`config.mk`:
```
export PLATFORM = sky130hd
export DESIGN_NAME = fft_corr_frame_builder
export DESIGN_NICKNAME = d
export VERILOG_FILES = /design/src/rtl/fft_corr_frame_builder.sv
export SDC_FILE = /design/constraint.sdc
export NUM_CORES = 1
export LEC_CHECK = 0
export ABC_AREA = 0
export BUFFER_PORTS_ARGS = -buffer_cell sky130_fd_sc_hd__buf_2
export CORE_MARGIN = 4
export CORE_UTILIZATION = 50
export CTS_BUF_LIST = sky130_fd_sc_hd__clkbuf_4 sky130_fd_sc_hd__clkbuf_8
export CTS_CLUSTER_SIZE = 40
export DETAILED_ROUTE_END_ITERATION = 10
export GPL_TIMING_DRIVEN = 0
export HOLD_SLACK_MARGIN = 0.06
export PLACE_DENSITY = 0.81
export SETUP_SLACK_MARGIN = 0.15
export SLEW_MARGIN = 20
export SYNTH_ARGS = -nofsm -noshare
export SYNTH_HDL_FRONTEND = slang
export SYNTH_SLANG_ARGS = --single-unit
```
`constraint.sdc`:
```
create_clock -name aclk -period 8.02 [get_ports aclk]
set_input_delay 1.604 -clock aclk [delete_from_list [all_inputs] [get_ports aclk]]
set_output_delay 1.604 -clock aclk [all_outputs]
set_load 0.01 [all_outputs]
```
`src/rtl/fft_corr_frame_builder.sv`:
```
// Builds one lane-paired, zero-padded NFFT-point frame per run from two sample streams; 1-cycle input-to-output latency.
// Both inputs handshake together or not at all; a one-entry output register stalls both inputs while frame_tready is low.
module fft_corr_frame_builder #(
  parameter int NFFT   = 256,
  parameter int DATA_W = 32,
  parameter int LEN_W  = 13
) (
  input  logic                  aclk,
  input  logic                  areset,
  input  logic [LEN_W-1:0]      N1,
  input  logic [LEN_W-1:0]      N2,
  input  logic [7:0]            n_frames,
  input  logic                  start,
  input  logic                  abort,
  output logic                  idle,
  output logic                  cfg_err,
  output logic [7:0]            frames_done,
  input  logic [DATA_W-1:0]     func_1_tdata,
  input  logic                  func_1_tvalid,
  output logic                  func_1_tready,
  input  logic [DATA_W-1:0]     func_2_tdata,
  input  logic                  func_2_tvalid,
  output logic                  func_2_tready,
  output logic [2*DATA_W-1:0]   frame_tdata,
  output logic                  frame_tvalid,
  output logic                  frame_tlast,
  input  logic                  frame_tready
);
  localparam int K_W = $clog2(NFFT);
  localparam logic [LEN_W:0] NFFT_L = (LEN_W+1)'(NFFT);
  localparam logic [K_W-1:0] K_LAST = K_W'(NFFT - 1);

  typedef enum logic {S_IDLE, S_RUN} state_t;
  state_t r_state, w_state_nxt;

  logic [K_W-1:0]      r_k;
  logic [LEN_W-1:0]    r_n1, r_n2;
  logic [7:0]          r_nfr, r_frames_done;
  logic                r_abort, r_cfg_err, r_tvalid, r_tlast;
  logic [2*DATA_W-1:0] r_tdata;

  logic [LEN_W:0]      w_sum;
  logic [LEN_W-1:0]    w_k_ext;
  logic [7:0]          w_fd_inc;
  logic w_cfg_ok, w_start_ok, w_start_bad, w_need1, w_need2;
  logic w_run, w_adv, w_last_hs, w_end, w_go, w_take;

  assign w_sum       = {1'b0, N1} + {1'b0, N2};
  assign w_cfg_ok    = (N1 != '0) && (N2 != '0) && ((w_sum - 1'b1) <= NFFT_L);
  assign w_start_ok  = (r_state == S_IDLE) && start && w_cfg_ok;
  assign w_start_bad = (r_state == S_IDLE) && start && !w_cfg_ok;

  assign w_run     = (r_state == S_RUN);
  assign w_k_ext   = LEN_W'(r_k);
  assign w_need1   = w_k_ext < r_n1;
  assign w_need2   = w_k_ext < r_n2;
  assign w_adv     = w_run && (!r_tvalid || frame_tready);
  assign w_last_hs = r_tvalid && r_tlast && frame_tready;
  assign w_fd_inc  = r_frames_done + 8'd1;
  assign w_end     = w_last_hs && (((r_nfr != 8'd0) && (w_fd_inc == r_nfr)) || r_abort || abort);
  // At the run's final handshake k has already wrapped to 0; block the next frame from starting.
  assign w_go      = w_adv && !w_end;
  assign w_take    = w_go && (!w_need1 || func_1_tvalid) && (!w_need2 || func_2_tvalid);

  always_ff @(posedge aclk) begin
    if (areset) r_state <= S_IDLE;
    else        r_state <= w_state_nxt;
  end

  always_comb begin
    w_state_nxt = r_state;
    case (r_state)
      S_IDLE:  if (w_start_ok) w_state_nxt = S_RUN;
      S_RUN:   if (w_end)      w_state_nxt = S_IDLE;
      default: w_state_nxt = S_IDLE;
    endcase
  end

  always_comb begin
    idle          = (r_state == S_IDLE);
    func_1_tready = w_go && w_need1 && (!w_need2 || func_2_tvalid);
    func_2_tready = w_go && w_need2 && (!w_need1 || func_1_tvalid);
  end

  always_ff @(posedge aclk) begin
    if (areset) begin
      r_k           <= '0;
      r_n1          <= '0;
      r_n2          <= '0;
      r_nfr         <= '0;
      r_frames_done <= '0;
      r_abort       <= 1'b0;
      r_cfg_err     <= 1'b0;
      r_tvalid      <= 1'b0;
      r_tlast       <= 1'b0;
      r_tdata       <= '0;
    end else begin
      r_cfg_err <= w_start_bad;
      if (w_start_ok) begin
        r_n1          <= N1;
        r_n2          <= N2;
        r_nfr         <= n_frames;
        r_frames_done <= '0;
        r_k           <= '0;
        r_abort       <= 1'b0;
      end else if (w_run) begin
        r_abort <= w_end ? 1'b0 : (r_abort || abort);
        if (w_last_hs) r_frames_done <= w_fd_inc;
        if (w_take)    r_k <= r_k + 1'b1;
      end
      if (w_take) begin
        r_tdata  <= {(w_need2 ? func_2_tdata : {DATA_W{1'b0}}),
                     (w_need1 ? func_1_tdata : {DATA_W{1'b0}})};
        r_tlast  <= (r_k == K_LAST);
        r_tvalid <= 1'b1;
      end else if (w_adv) begin
        r_tvalid <= 1'b0;
        r_tlast  <= 1'b0;
      end
    end
  end

  assign cfg_err      = r_cfg_err;
  assign frames_done  = r_frames_done;
  assign frame_tdata  = r_tdata;
  assign frame_tvalid = r_tvalid;
  assign frame_tlast  = r_tlast;
endmodule

```
# == After elaboration in Yosys (flattened, before gate mapping) ==
# Index checks and enable logic that the tools add are counted.
# word_totals
reg_bits,119
in_bits,105
output_inout_bits,78
elab_cells,65
# op_classes
addsub,4
order_cmp,3
n_eq_ne,2
muxes,9
bitwise,1
reduce_logical,35
# ops
op,n
two-way mux 32 bit,2
< comparator 8 x 13 -> 1 bit,2
nonzero test 13 bit,2
logical AND 1 bit,17
"adder 8 x 1 -> 8 bit, second input constant",2
adder 13 x 13 -> 14 bit,1
"<= comparator 14 x 9 -> 1 bit, second input constant",1
"subtractor 14 x 1 -> 14 bit, second input constant",1
== test 8 bit,1
"== test 8 bit, second input constant",1
nonzero test 8 bit,1
logical OR 1 bit,6
two-way mux 1 bit,6
logical NOT 1 bit,5
AND reduction 2 bit,2
case mux 1 bit (2 select lines),1
nonzero test 2 bit,1
OR reduction 2 bit,1
inverter 1 bit,1

# == Logic depth before layout (Yosys ltp) ==
# logic_depth
word_depth,11
ltp_mapped,16
mapped_depth_nobuf,14

# == Worst setup path before layout ==
# No wires, ideal clock.
# synth_timing
path_kind,input to register
start,input port N1[2]
end,register r_n1[0]
setup_ps,132
t_arrival_ps,4558
required_ps,7888
slack_ps,3330
stages,13
n_path_buf,1
path_cell_list,inv_1 > ha_1 > inv_1 > ha_1 > a21o_1 > a21oi_1 > mux2_1 > or3_1 > a221o_1 > a2111oi_4 > clkbuf_1 > a21bo_2 > a21oi_1
# synth_between
elab_chain_cells,5
elab_cells_between_ends,7
classes_between,add/sub (2); order compare (1); reduce/logical (4)
# synth_rtl
item,line_no,text
"start, declared",10,"input logic [LEN_W-1:0] N1,"
adder 13 x 13 -> 14 bit,48,"assign w_sum = {1'b0, N1} + {1'b0, N2};"
subtractor 14 x 1 -> 14 bit,49,assign w_cfg_ok = (N1 != '0) && (N2 != '0) && ((w_sum - 1'b1) <= NFFT_L);
<= comparator 14 x 9 -> 1 bit,49,
logical AND 1 bit (*),49,
logical AND 1 bit (*),50,assign w_start_ok = (r_state == S_IDLE) && start && w_cfg_ok;
"end signal, assigned",88,r_n1 <= '0;
"end signal, assigned",100,r_n1 <= N1;
"end, declared",37,"logic [LEN_W-1:0] r_n1, r_n2;"
# Mark *: on every way between the ends. The rest lies on a longest branch, timed or not.
# A chain may end at the register's enable or synchronous reset.

# == Worst setup path in the final report ==
# layout_timing
start,register r_k[1]
end,output port func_1_tready
# layout_between
elab_chain_cells,4
elab_cells_between_ends,6
classes_between,order compare (2); reduce/logical (4)
# layout_rtl
item,line_no,text
"start, declared",36,logic [K_W-1:0] r_k;
"start signal, assigned",109,if (w_take) r_k <= r_k + 1'b1;
< comparator 8 x 13 -> 1 bit,56,assign w_need2 = w_k_ext < r_n2;
logical NOT 1 bit,81,func_1_tready = w_go && w_need1 && (!w_need2 || func_2_tvalid);
logical OR 1 bit,81,
logical AND 1 bit (*),81,
"end, declared",20,"output logic func_1_tready,"
# Marked as above.

==> out/metrics.cfg <==
[place]
port_bufs=181
dp.cells=1040
dpl-instance-area_um2=7160
gp_congestion=0.937
place_hpwl_mm=12.7

[drt]
drc_errors=0
routed_wirelength_mm=16.3
route.detailed.wl_per_inst_um=15.2
vias=5858
postRouteAntennaNets=0
avgViaCountPerCell=5.46
drtIter0Drc=369
drt-pass1-iter-count=4

[timing]
setup_viol=0
finalSetupTns_ps=0
grt_setup_unrepaired=false
timing.final.crit_period_ps=4980
period_share_pct=62.1
report.final.slew_viol_count=0
max_freq_ghz=0.201
skew_ps=12.7
tightestPinTransition_ps=864
timing.max_slew.rel_slack_pct=41.8
final-hold-violation-count=0

[cells_and_area]
final_cell_count_without_fillers=1072
seq_area_um2=2380
postLayoutCellArea_um2=7570
multiInputGateArea_um2=3240
post_route_cells_drive_above_1_share_pct=27.0
final_core_util_pct=64.9
antenna-diode-count=0
syn2layout_area_growth_pct=24.7
nNetsFinal=1063
filler_cell_count=981

[synthesis]
fraction_of_the_mapped_netlist_area_in_simple_logic_gates_pct=16.3
async_flop_share_pct=0
yosysWarningCount=0
synth_xor_xnor_area_share_pct=3.46
count_of_different_cell_masters_after_synthesis=56
adder_and_majority_cell_fraction_of_the_synthesized_area_pct=8.78
postSynthCellCount=716
syn-num-nets=863
yosys_most_used_dff=sky130_fd_sc_hd__dfxtp_1
syn-cell-area_um2=6070
avgSynthCellArea_um2=8.48
number_of_enable_flip_flop_cells_after_synthesis=0
muxShareOfSynthArea_pct=0.701
synth-compound-area-share_pct=24.1
synth_top_family_by_area=compound AO/OA/AOI/OAI gates
proportion_of_synthesized_chip_area_in_sequential_cells_pct=39.2
ys_seq_elements=119

[outcome]
status=complete, no violations

[clocking]
cts_root_buffer=sky130_fd_sc_hd__clkbuf_8
tritoncts_num_sinks=119
cts-buffers-inserted=17
cts_hold_buffers=0
cts.path.max_buffers=2
tritoncts=yes
postCtsResizedCells=0
postcts_setup_bufs=0
htree_levels=4
clkSlewWorstSetupHoldPaths_ps=70
insertion_delay_ps=420

[die]
fp-row-count=39
top_level_ports=183
dieHeight_um=118
initial_core_util_pct=52.1
design.die.area_um2=14000
horiz_die_dim_um=118
core-area_um2=11700

[critical_path]
worstSetupEndpointType=output port
worstPathRequired_ps=6420
critical_path_slowest_stage_cell=sky130_fd_sc_hd__o41ai_1
criticalPathCategory=register to output port
critical_path.most_common_cell=sky130_fd_sc_hd__clkbuf_1
logic_depth_of_the_worst_register_to_register_path=11
worst-path-max-fanout=10
crit_chain=ha_1 -> a21o_1 -> a21oi_1 -> nor2_1 -> o41ai_1 -> clkbuf_1 -> clkbuf_1 -> nor3b_1 -> buf_2
max_stage_delay_ps=530
worst_setup_path_start_kind=register
arrival_time_at_the_worst_endpoint_ps=3370

[pwr]
power.density_nw_per_um2=181
p_leak_nw=3.39
ir_worst_vdd_uv=102

[global_route]
grt_util_all_layers_pct=22.7
grt_antenna_before_repair=0
grt_first_pass_wirelength_mm=26.3
overall_overflow_remaining_after_global_route=0
grt_start_max_net_pins=17
groute.layer.met1.usage_pct=28.9
grtUsageMet2_pct=37.8
globalRoute.busiestLayer=met2
first_global_vias=5504
global_route.usage.met3_pct=5.83

[job]
drv_cap=0

[min_path]
min_path_cells=2
min_path_type=register to register

area by class of cell:
type	count	share of cell area, %
multi-input cells	481	42.7
flip-flops and latches	119	31.5
repair buffers	181	12.0
inverters	75	3.72
clock buffers	18	3.19
well taps	143	2.36
clock inverters	14	2.30
plain buffers	41	2.26
cell usage in the layout, fill, tap and decap left out, types with 3 or more instances in the layout:
cell / count
sky130_fd_sc_hd__nand4_1: 8
sky130_fd_sc_hd__nor3_1: 3
sky130_fd_sc_hd__xor2_1: 7
sky130_fd_sc_hd__bufinv_16: 3
sky130_fd_sc_hd__a211oi_1: 3
sky130_fd_sc_hd__a21bo_2: 19
sky130_fd_sc_hd__a21boi_0: 4
sky130_fd_sc_hd__nand2b_1: 4
sky130_fd_sc_hd__inv_1: 75
sky130_fd_sc_hd__a21oi_1: 86
sky130_fd_sc_hd__nor3b_1: 4
sky130_fd_sc_hd__a21o_1: 21
sky130_fd_sc_hd__o21a_1: 3
sky130_fd_sc_hd__and3_1: 3
sky130_fd_sc_hd__buf_1: 3
sky130_fd_sc_hd__dfxtp_1: 119
sky130_fd_sc_hd__a211o_1: 4
sky130_fd_sc_hd__buf_2: 189
sky130_fd_sc_hd__nor2_1: 26
sky130_fd_sc_hd__xnor2_1: 17
sky130_fd_sc_hd__ha_1: 41
sky130_fd_sc_hd__clkinvlp_4: 7
sky130_fd_sc_hd__nor4_1: 10
sky130_fd_sc_hd__nor2b_1: 5
sky130_fd_sc_hd__a22o_1: 32
sky130_fd_sc_hd__nand2_1: 53
sky130_fd_sc_hd__o21ai_0: 13
sky130_fd_sc_hd__nand3_1: 71
sky130_fd_sc_hd__clkbuf_8: 17
sky130_fd_sc_hd__or4_1: 4
sky130_fd_sc_hd__clkbuf_1: 28
sky130_fd_sc_hd__o2111ai_1: 3
sky130_fd_sc_hd__or3_1: 5
cells by family after synthesis:
kind of cell,after synthesis
adders and majority gates,42
xor gates and xnor gates,24
muxes,4
AOI/OAI and AO/OA,209
and+or+nand+nor,202
DFF,119
buffers and inverters,116
registers in the layout (all words and copies together), names as in the netlist:
name          flops
frame_tdata      64
r_n1             13
r_n2             13
frames_done       8
r_k               8
r_nfr             8
cfg_err           1
frame_tlast       1
frame_tvalid      1
r_abort           1
r_state           1
final timing paths:
path | to | startpoint | slack (ps)
hold reg to reg | frame_tdata[29] | frame_tdata[29] | 450
hold / removal | frame_tdata[29] | frame_tdata[29] | 450
setup / recovery | func_1_tready | r_k[1] | 3040
setup reg to reg | frame_tdata[16] | r_k[1] | 4550
cell usage after synthesis (3+ instances only):
| cell | number | area [um^2] |
|---|---|---|
| sky130_fd_sc_hd__o21ai_0 | 13 | 65.1 |
| sky130_fd_sc_hd__nor3_1 | 3 | 15.0 |
| sky130_fd_sc_hd__a21oi_1 | 86 | 430 |
| sky130_fd_sc_hd__nor4_1 | 10 | 62.6 |
| sky130_fd_sc_hd__ha_1 | 41 | 513 |
| sky130_fd_sc_hd__dfxtp_1 | 119 | 2380 |
| sky130_fd_sc_hd__nor2_1 | 26 | 97.6 |
| sky130_fd_sc_hd__or4_1 | 4 | 30.0 |
| sky130_fd_sc_hd__a22o_1 | 32 | 280 |
| sky130_fd_sc_hd__a211oi_1 | 3 | 22.5 |
| sky130_fd_sc_hd__nand2b_1 | 4 | 25.0 |
| sky130_fd_sc_hd__inv_1 | 75 | 282 |
| sky130_fd_sc_hd__clkbuf_1 | 28 | 105 |
| sky130_fd_sc_hd__and3_1 | 3 | 18.8 |
| sky130_fd_sc_hd__nand2_1 | 53 | 199 |
| sky130_fd_sc_hd__a21o_1 | 21 | 158 |
| sky130_fd_sc_hd__xor2_1 | 7 | 61.3 |
| sky130_fd_sc_hd__o2111ai_1 | 3 | 26.3 |
| sky130_fd_sc_hd__a21boi_0 | 4 | 30.0 |
| sky130_fd_sc_hd__a211o_1 | 4 | 35.0 |
| sky130_fd_sc_hd__a21bo_2 | 19 | 190 |
| sky130_fd_sc_hd__nand4_1 | 8 | 50.1 |
| sky130_fd_sc_hd__o21a_1 | 3 | 22.5 |
| sky130_fd_sc_hd__buf_2 | 8 | 40.0 |
| sky130_fd_sc_hd__buf_1 | 3 | 11.3 |
| sky130_fd_sc_hd__nor3b_1 | 4 | 30.0 |
| sky130_fd_sc_hd__nor2b_1 | 5 | 31.3 |
| sky130_fd_sc_hd__or3_1 | 5 | 31.3 |
| sky130_fd_sc_hd__xnor2_1 | 17 | 149 |
| sky130_fd_sc_hd__nand3_1 | 71 | 355 |
metrics by stage:
stage | setup slack [ps] | power, W | hold slack [ps]
after floorplan | 3330 | 0.000745 | 476
after global placement | 2730 | 0.000811 | 436
after detailed placement | 2660 | 0.000814 | 442
after CTS | 3050 | 0.00138 | 450
after global routing | 2810 | 0.00143 | 466
final | 3040 | 0.00137 | 449
routing by layer:
layer	vias up	part of all wire, %
li1	2933	-
met1	2689	44
met2	213	48
met3	23	7.0
met4	0	1.7
met5	-	0
report_power, final:
group | internal [W] | switching (W) | total, W
logic | 0.0000748 | 0.000134 | 0.000209
registers | 0.000594 | 0.00000179 | 0.000595
clock network | 0.000312 | 0.000251 | 0.000563
total | 0.000980 | 0.000387 | 0.00137
worst max-delay path: cells and delay by family (launching register included):
family	cells	cell delay, ps
compound gates	3	890
buf+inv	3	1000
flops	1	480
fa+ha+maj	1	290
simple gates	2	300
Note: power is estimated with default switching activity, not from simulation.
